**src/rtl/col_cmd_issuer_pkg.sv**
```systemverilog
// rtl/col_cmd_issuer_pkg.sv - shared widths, opcodes and FSM states for the column command issuer
package col_cmd_issuer_pkg;

  localparam int DEF_NUM_SIZE      = 32;
  localparam int DEF_CMD_SIZE_LOG2 = 3;
  localparam int DEF_CMD_W         = 2 ** DEF_CMD_SIZE_LOG2;

  typedef enum logic [DEF_CMD_W-1:0] {
    NOOP   = 8'd0,
    CMP_EQ = 8'd1,
    CMP_LT = 8'd2,
    CMP_GT = 8'd3
  } opcode_t;

  typedef enum logic [1:0] {
    IDLE,
    RUN,
    FLUSH,
    DONE
  } issuer_state_t;

endpackage

```
**src/rtl/col_cmd_issuer_mask_packer.sv**
```systemverilog
// rtl/col_cmd_issuer_mask_packer.sv - shifts result bits into a pack word and hands full/final words to a valid/ready hold register
module col_cmd_issuer_mask_packer #(
  parameter int MASK_W = 32,
  localparam int CNT_W = $clog2(MASK_W) + 1
) (
  input  logic              clk,
  input  logic              reset,
  input  logic              shift_en,
  input  logic              shift_bit,
  input  logic              flush,
  input  logic              mask_ready,
  output logic [CNT_W-1:0]  pack_cnt,
  output logic              move,
  output logic              hold_free,
  output logic [MASK_W-1:0] mask_data,
  output logic [CNT_W-1:0]  mask_count,
  output logic              mask_valid
);

  logic [MASK_W-1:0] pack;
  logic [MASK_W-1:0] cap_data;
  logic [CNT_W-1:0]  cap_cnt;
  logic              full;

  // Pack contents as they will be once this cycle's result bit lands.
  always_comb begin
    cap_data = pack;
    cap_cnt  = pack_cnt;
    if (shift_en) begin
      cap_data[pack_cnt[CNT_W-2:0]] = shift_bit;
      cap_cnt = pack_cnt + CNT_W'(1);
    end
  end

  assign full      = (cap_cnt == CNT_W'(MASK_W));
  assign hold_free = !mask_valid || mask_ready;
  // A partial word only leaves on flush; the issuer guarantees a full word never waits.
  assign move      = hold_free && (full || (flush && (cap_cnt != '0)));

  always_ff @(posedge clk) begin
    if (reset) begin
      pack       <= '0;
      pack_cnt   <= '0;
      mask_data  <= '0;
      mask_count <= '0;
      mask_valid <= 1'b0;
    end else if (move) begin
      pack       <= '0;
      pack_cnt   <= '0;
      mask_data  <= cap_data;
      mask_count <= cap_cnt;
      mask_valid <= 1'b1;
    end else begin
      pack     <= cap_data;
      pack_cnt <= cap_cnt;
      if (mask_valid && mask_ready) begin
        mask_valid <= 1'b0;
        mask_data  <= '0;
        mask_count <= '0;
      end
    end
  end

endmodule

```
**src/rtl/col_cmd_issuer.sv**
```systemverilog
// rtl/col_cmd_issuer.sv - pulls paired column operands, issues them to the compute unit and packs its 1-bit results
// Optional: COL_ISSUER_POPCOUNT_EN adds match_count, the running count of captured 1 bits.
module col_cmd_issuer
  import col_cmd_issuer_pkg::*;
#(
  parameter int NUM_SIZE      = DEF_NUM_SIZE,
  parameter int CMD_SIZE_LOG2 = DEF_CMD_SIZE_LOG2,
  parameter int MASK_W        = 32,
  parameter int LEN_W         = 16,
  localparam int CMD_W        = 2 ** CMD_SIZE_LOG2,
  localparam int CNT_W        = $clog2(MASK_W) + 1
) (
  input  logic                clk,
  input  logic                reset,
  input  logic                start,
  input  logic [LEN_W-1:0]    len,
  input  logic [CMD_W-1:0]    op_cmd,
  input  logic [NUM_SIZE-1:0] a_data,
  input  logic                a_valid,
  output logic                a_ready,
  input  logic [NUM_SIZE-1:0] b_data,
  input  logic                b_valid,
  output logic                b_ready,
  output logic [NUM_SIZE-1:0] dut_in1,
  output logic [NUM_SIZE-1:0] dut_in2,
  output logic [CMD_W-1:0]    dut_cmd,
  input  logic                dut_out,
  output logic [MASK_W-1:0]   mask_data,
  output logic [CNT_W-1:0]    mask_count,
  output logic                mask_valid,
  input  logic                mask_ready,
  output logic                busy,
  output logic                done
`ifdef COL_ISSUER_POPCOUNT_EN
  ,
  output logic [LEN_W-1:0]    match_count
`endif
);

  issuer_state_t    state;
  logic [LEN_W-1:0] remaining;
  logic             issued_q;
  logic [CNT_W-1:0] pack_cnt;
  logic             move;
  logic             hold_free;
  logic             no_stall;
  logic             issue;

  // While a word waits in hold, stop before the in-flight bit would fill the pack.
  assign no_stall = !mask_valid ||
                    ((int'(pack_cnt) + int'(issued_q) + 1) < MASK_W);
  assign issue    = (state == RUN) && (remaining != '0) &&
                    a_valid && b_valid && no_stall;
  assign a_ready  = issue;
  assign b_ready  = issue;

  always_ff @(posedge clk) begin
    if (reset) begin
      state     <= IDLE;
      remaining <= '0;
      issued_q  <= 1'b0;
      dut_in1   <= '0;
      dut_in2   <= '0;
      dut_cmd   <= '0;
      busy      <= 1'b0;
      done      <= 1'b0;
    end else begin
      done     <= 1'b0;
      issued_q <= issue;
      if (issue) begin
        dut_in1   <= a_data;
        dut_in2   <= b_data;
        remaining <= remaining - LEN_W'(1);
      end
      case (state)
        IDLE: begin
          if (start) begin
            dut_cmd   <= op_cmd;
            remaining <= len;
            busy      <= 1'b1;
            state     <= (len == '0) ? DONE : RUN;
          end
        end
        RUN: begin
          if (issue && (remaining == LEN_W'(1))) state <= FLUSH;
        end
        FLUSH: begin
          if (move || (!issued_q && (pack_cnt == '0))) state <= DONE;
        end
        DONE: begin
          if (hold_free) begin
            state <= IDLE;
            busy  <= 1'b0;
            done  <= 1'b1;
          end
        end
        default: state <= IDLE;
      endcase
    end
  end

  col_cmd_issuer_mask_packer #(
    .MASK_W(MASK_W)
  ) u_packer (
    .clk       (clk),
    .reset     (reset),
    .shift_en  (issued_q),
    .shift_bit (dut_out),
    .flush     (state == FLUSH),
    .mask_ready(mask_ready),
    .pack_cnt  (pack_cnt),
    .move      (move),
    .hold_free (hold_free),
    .mask_data (mask_data),
    .mask_count(mask_count),
    .mask_valid(mask_valid)
  );

`ifdef COL_ISSUER_POPCOUNT_EN
  always_ff @(posedge clk) begin
    if (reset) begin
      match_count <= '0;
    end else if ((state == IDLE) && start) begin
      match_count <= '0;
    end else if (issued_q && dut_out) begin
      match_count <= match_count + LEN_W'(1);
    end
  end
`endif

endmodule

```
**config.mk**
```make
export PLATFORM = sky130hd
export DESIGN_NAME = col_cmd_issuer
export DESIGN_NICKNAME = d
export VERILOG_FILES = /design/src/rtl/col_cmd_issuer_pkg.sv /design/src/rtl/col_cmd_issuer_mask_packer.sv /design/src/rtl/col_cmd_issuer.sv
export SDC_FILE = /design/constraint.sdc
export NUM_CORES = 1
export LEC_CHECK = 0
export ABC_AREA = 1
export CAP_MARGIN = 20
export CORE_ASPECT_RATIO = 1.2
export CORE_MARGIN = 10
export CORE_UTILIZATION = 47
export DETAILED_ROUTE_END_ITERATION = 12
export GPL_TIMING_DRIVEN = 0
export HOLD_SLACK_MARGIN = 0.03
export PLACE_DENSITY_LB_ADDON = 0.05
export SYNTH_ARGS = -nofsm -noshare
export SYNTH_HDL_FRONTEND = slang
export SYNTH_SLANG_ARGS = --single-unit
export TNS_END_PERCENT = 10
```
**constraint.sdc**
```tcl
create_clock -name clk -period 2.87 [get_ports clk]
set_clock_uncertainty 0.15 [all_clocks]
set_input_delay 0.4305 -clock clk [delete_from_list [all_inputs] [get_ports clk]]
set_output_delay 0.4305 -clock clk [all_outputs]
set_load 0.005 [all_outputs]
```
# == Word level (Yosys, flattened, before mapping) ==
# Index checks and enable logic that the tools add are counted.
# op_classes
add_sub_neg,4
mul,0
div_mod_pow,0
n_lt_le_gt_ge,3
n_eq_ne,9
n_shift,0
muxes,24
n_bitwise,1
reduce_logical,28
# ops
op,n
two-way mux 32 bit,3
two-way mux 16 bit,3
bitwise mux 32 bit,1
two-way mux 6 bit,3
== test 16 x 1 -> 1 bit (second input constant),1
zero test 16 bit,1
nonzero test 16 bit,1
subtractor 16 x 1 -> 16 bit (second input constant),1
logical AND 1 bit,10
two-way mux 2 bit,5
adder 7 x 1 -> 8 bit (second input constant),1
< comparator 8 x 6 -> 1 bit (second input constant),1
one-hot mux 2 bit (4 select lines),1
adder 6 x 1 -> 7 bit,1
adder 6 x 1 -> 6 bit (second input constant),1
== test 6 bit (second input constant),1
zero test 6 bit,1
< comparator 5 x 6 -> 1 bit (second input constant),1
two-way mux 1 bit,6
nonzero test 6 bit,1
demux 1 bit (select 5 bit),1
>= comparator 5 x 1 -> 1 bit (second input constant),1
== test 2 bit (second input constant),2
logical OR 1 bit,4
other kinds (12),17
# totals
reg_bits,170
latch_bits,0
ram_bits,0
romBits,0
word_cells,82
mem_count,0

# == Longest topological paths before layout ==
# Gate-level depths: netlist of run 1.
# logic_depth
ltp_word,9
ltp_mapped,16
ltp_nobuf,13

# == Cells and area by module ==
# Synthesis of run 1 repeated with hierarchy kept, for this count alone.
# unflattened
hier_cells,1078
area_unflattened_um2,7676.1
# modules_own_cells
module,n_inst,cells_each,area_each_um2,seq_area_each_um2
col_cmd_issuer,1,579,4142.7,1861.8
col_cmd_issuer_mask_packer,1,499,3533.4,1541.5

# == Least setup slack after synthesis of run 1 ==
# No wires, ideal clock.
# synth_timing
path_kind,flip-flop to output port
from,register issued_q
to,output b_ready
t_arrival_ns,1.549
setup_slack_ns,0.741
path_stages_with_launch,12
path_buffers,3
cell_sequence,dfxtp_1 buf_6 inv_2 ha_1 inv_1 nand2_1 o21ai_0 nand2_1 nand3_2 inv_2 clkbuf_1 buf_4
# synth_between
elab_chain_len,5
# synth_rtl
element,line_no,rtl
start: declaration,col_cmd_issuer.sv:42,logic issued_q;
start signal: assignment,col_cmd_issuer.sv:69,issued_q <= issue;
adder 6 x 1 -> 7 bit,col_cmd_issuer.sv:51,((int'(pack_cnt) + int'(issued_q) + 1) < MASK_W);
adder 7 x 1 -> 8 bit,col_cmd_issuer.sv:51,
< comparator 8 x 6 -> 1 bit,col_cmd_issuer.sv:51,
logical OR 1 bit,col_cmd_issuer.sv:50,assign no_stall = !mask_valid ||
logical AND 1 bit,col_cmd_issuer.sv:53,a_valid && b_valid && no_stall;
end: declaration,col_cmd_issuer.sv:23,"output logic b_ready,"
# Every way passes these cells.

# == Final worst setup path of run 1 ==
# Same ends and word-level chain as after synthesis.

==> qor.yml, run 1 <==
timing:
  worst_slew_margin_rel_pct: 60.2
  setup_viol: 0
  timing.fmax_mhz: 365
  hold-worst-slack_ns: 0.309
  final_hold_viol_count: 0
  fin_crit_ns: 2.74
  slew_viol_final: 0
  worst_pin_slew_ns: 0.596
  timing.final.crit_share_pct: 95.5
floorplan:
  dieWidth_um: 132
  die_height_um: 155
  initial_core_util_pct: 47.7
  coreArea_sq_mm: 0.0150
  dieArea_sq_mm: 0.0205
  rows: 49
  num_io_pins: 210
pwr:
  p_leak_nw: 4.02
  pwr-share-comb_pct: 24.4
  p_int_mw: 4.47
  pwr-share-clk_pct: 33.8
  seq_power_share_pct: 41.9
  power_switching_mw: 1.90
  max-vdd-ir-drop_mv: 0.319
  sw_frac_of_total_pct: 29.9
  power_density_mw_per_mm2: 632
synthesis:
  syn_area_per_cell_sq_um: 7.49
  yosys-top-cells-area: "dfxtp_1, nand2_1, a21oi_1"
  ys_ff_latch: 170
  synth_fp_nets: 1060
  ys_warn_count: 0
  synthFlopType: "dfxtp_1"
  synth-edff-count: 0
  yosys.cell_types.count: 35
  synth_top_area_share_pct: 47.7
  syn_inst: 953
  seq_area_frac_synth_pct: 47.7
  async_reset_ff_share_pct: 0
  synth_top_cell_by_area: "dfxtp_1"
  syn_area_sq_mm: 0.00714
min_path:
  hold_path_class: "reg -> reg"
  min_delay_path_depth: 2
  hold_start: "u_packer.mask_data[15]"
  min_to: "u_packer.mask_data[15]"
drt:
  drtIter0Drc: 357
  drc: 0
  totalWireLength_mm: 21.4
  vias_per_cell: 4.80
  postRouteAntennaNets: 0
  drtPass1Iterations: 5
  wire_per_inst_um: 15.3
  vias: 6713
place:
  dp.final_hpwl_mm: 16.2
  port_buffers: 207
  place_congestion: 0.886
  place_area_sq_mm: 0.00946
setup_path:
  ff2ff_setup_slack_ns: 0.61
  arrival_ns: 2.16
  setup.worst_path.class: "reg -> out"
  cp-end-kind: "output port"
  cp_data_required_time_ns: 2.29
  rr_endpoint: "u_packer.pack[4]"
  crit_path_start_kind: "flop"
  r2r-start: "u_packer.pack_cnt[1]"
  max_stage_delay_ns: 0.43
  crit_slowest_cell: "clkdlybuf4s50_1"
  crit_chain: "buf_6 -> inv_2 -> ha_1 -> inv_1 -> nand2_1 -> o21ai_2 -> nand2_2 -> nand3_4 -> clkinv_8 -> buf_4 -> clkdlybuf4s50_1"
  crit_fanout: 10
  r2r_cells: 13
cells_and_area:
  final_cell_mix: "nand2_1, clkdlybuf4s50_1, dfxtp_1, nor2_1, a21oi_1"
  multi_input_area_sq_mm: 0.00321
  syn_to_final_growth_pct: 41.3
  regArea_sq_mm: 0.00340
  drive_gt1_share_pct: 7.62
  design_area_sq_mm: 0.0101
  fill_cells: 1383
  fin_nets: 1290
  layout_commonest_cell: "nand2_1"
  final_util_pct: 67.4
  diodes: 0
grt:
  grt-ovfl-total: 0
  first_global_vias: 6897
  use_met1_pct: 21.4
  grt_max_degree: 21
  grtUsageMet2_pct: 36.5
  grt_usage_pct: 20.8
  busiest_layer: "met2"
  grt_first_pass_wirelength_mm: 34.8
  grt_use_met3_pct: 8.09
  antenna_found_initial: 1
clock_network:
  clk_pin_slew_ns: 0.06
  clock_sinks: 170
  cts_htree_levels: 4
  numCtsBuffers: 17
  clock_latency_ns: 0.42
  cts_tree: "built"
  ctsHoldBuffers: 0
  clock_path_buffers: 2
  cts_root_buf: "clkbuf_16"
status:
  status: "completed"
run:
  maxCapViolations: 0
[synthesized netlist by cell type (9+ instances only)]
master,count
nand2_1,282
dfxtp_1,170
nor2_1,115
a21oi_1,113
inv_1,65
clkbuf_1,27
mux2i_1,25
o21ai_0,22
nand3_1,19
buf_2,13
or2_2,13
ha_1,12
or2_1,12
buf_6,9
[what timing repair did]
| action | in CTS | in global routing |
|---|---|---|
| pin swaps | 1 | 2 |
| setup endpoints to repair | 2 | 1 |
| buffers inserted | 2 | 2 |
| resized for setup | 5 | 8 |
| cloned | 0 | 1 |
[logic make-up (layout without fill, tap and decap cells)]
kind of cell    count (synthesis)  in the layout  share of synthesized area [%]
mux                            25             25                           3.51
compound gates                154            154                           11.4
simple gates                  463            463                           26.5
fa+ha+maj                      12             12                           2.10
flops                         170            170                           47.7
xor+xnor                        9              9                           1.10
buf+inv                       120            361                           7.65
[power by group through the flow]
stage	registers (mW)	logic (mW)	clock network [mW]
after global placement	2.71	1.52	0
after CTS	2.67	1.54	2.19
after floorplan	2.71	0.902	0
after detailed placement	2.72	1.52	0
after global routing	2.69	1.75	2.29
final	2.67	1.55	2.15
[sequential cells by signal (all words and copies together), names as in the netlist]
name / count
u_packer.pack_cnt: 6
dut_in2: 32
u_packer.mask_data: 32
u_packer.mask_count: 6
dut_cmd: 8
u_packer.mask_valid: 1
done: 1
u_packer.pack: 32
dut_in1: 32
remaining: 16
issued_q: 1
busy: 1
state: 2
[per-stage QoR]
step / cells / setup WS [ns] / power, mW / TNS [ns]
2_1_floorplan: 953 / 0.741 / 3.61 / 0
3_3_place_gp: 1364 / -0.380 / 4.23 / -0.684
3_5_place_dp: 1364 / -0.374 / 4.24 / -0.670
4_1_cts: 1395 / 0.0315 / 6.40 / 0
5_1_grt: 1398 / -0.00979 / 6.74 / -0.00979
6_report: 1398 / 0.128 / 6.38 / 0
[worst max-delay path, delay by kind of cell, from the launching register on]
family | cells | cell delay [ns]
buffers and inverters | 6 | 0.84
AO/OA/AOI/OAI | 1 | 0.14
AND/OR/NAND/NOR | 3 | 0.26
adder cells (fa/ha/maj) | 1 | 0.18
flip-flops | 1 | 0.32
[worst max-delay path by stage]
stage	endpoint	depth (start not counted)	start	slack, ns
2_1_floorplan	b_ready	11	issued_q	0.74
3_3_place_gp	b_ready	7	b_valid	-0.38
3_5_place_dp	b_ready	7	b_valid	-0.37
4_1_cts	b_ready	11	issued_q	0.03
5_1_grt	b_ready	10	u_packer.pack_cnt[0]	-0.01
6_report	b_ready	11	issued_q	0.13
[routing by layer]
layer | part of all wire, % | wire length (um)
met5 | 0.056 | 12
met4 | 3.5 | 741
met3 | 7.5 | 1600
met2 | 51 | 10900
met1 | 38 | 8150
[area by class of cell]
cell class	count	share of cell area, %
clock inverter	8	0.707
inverter	68	2.66
timing repair buffer	211	20.8
tap	204	2.53
sequential	170	33.8
timing repair inverter	1	0.0869
multi-input combinational	663	31.9
clock buffer	22	4.70
buffer	51	2.84
Note: power is estimated with default switching activity, not from simulation.
==> run 2: changes to the inputs <==
HOLD_SLACK_MARGIN = 0.05   (was 0.03)
==> results of run 2 <==
The final DEF is identical to that of run 1; final timing and power are the same.
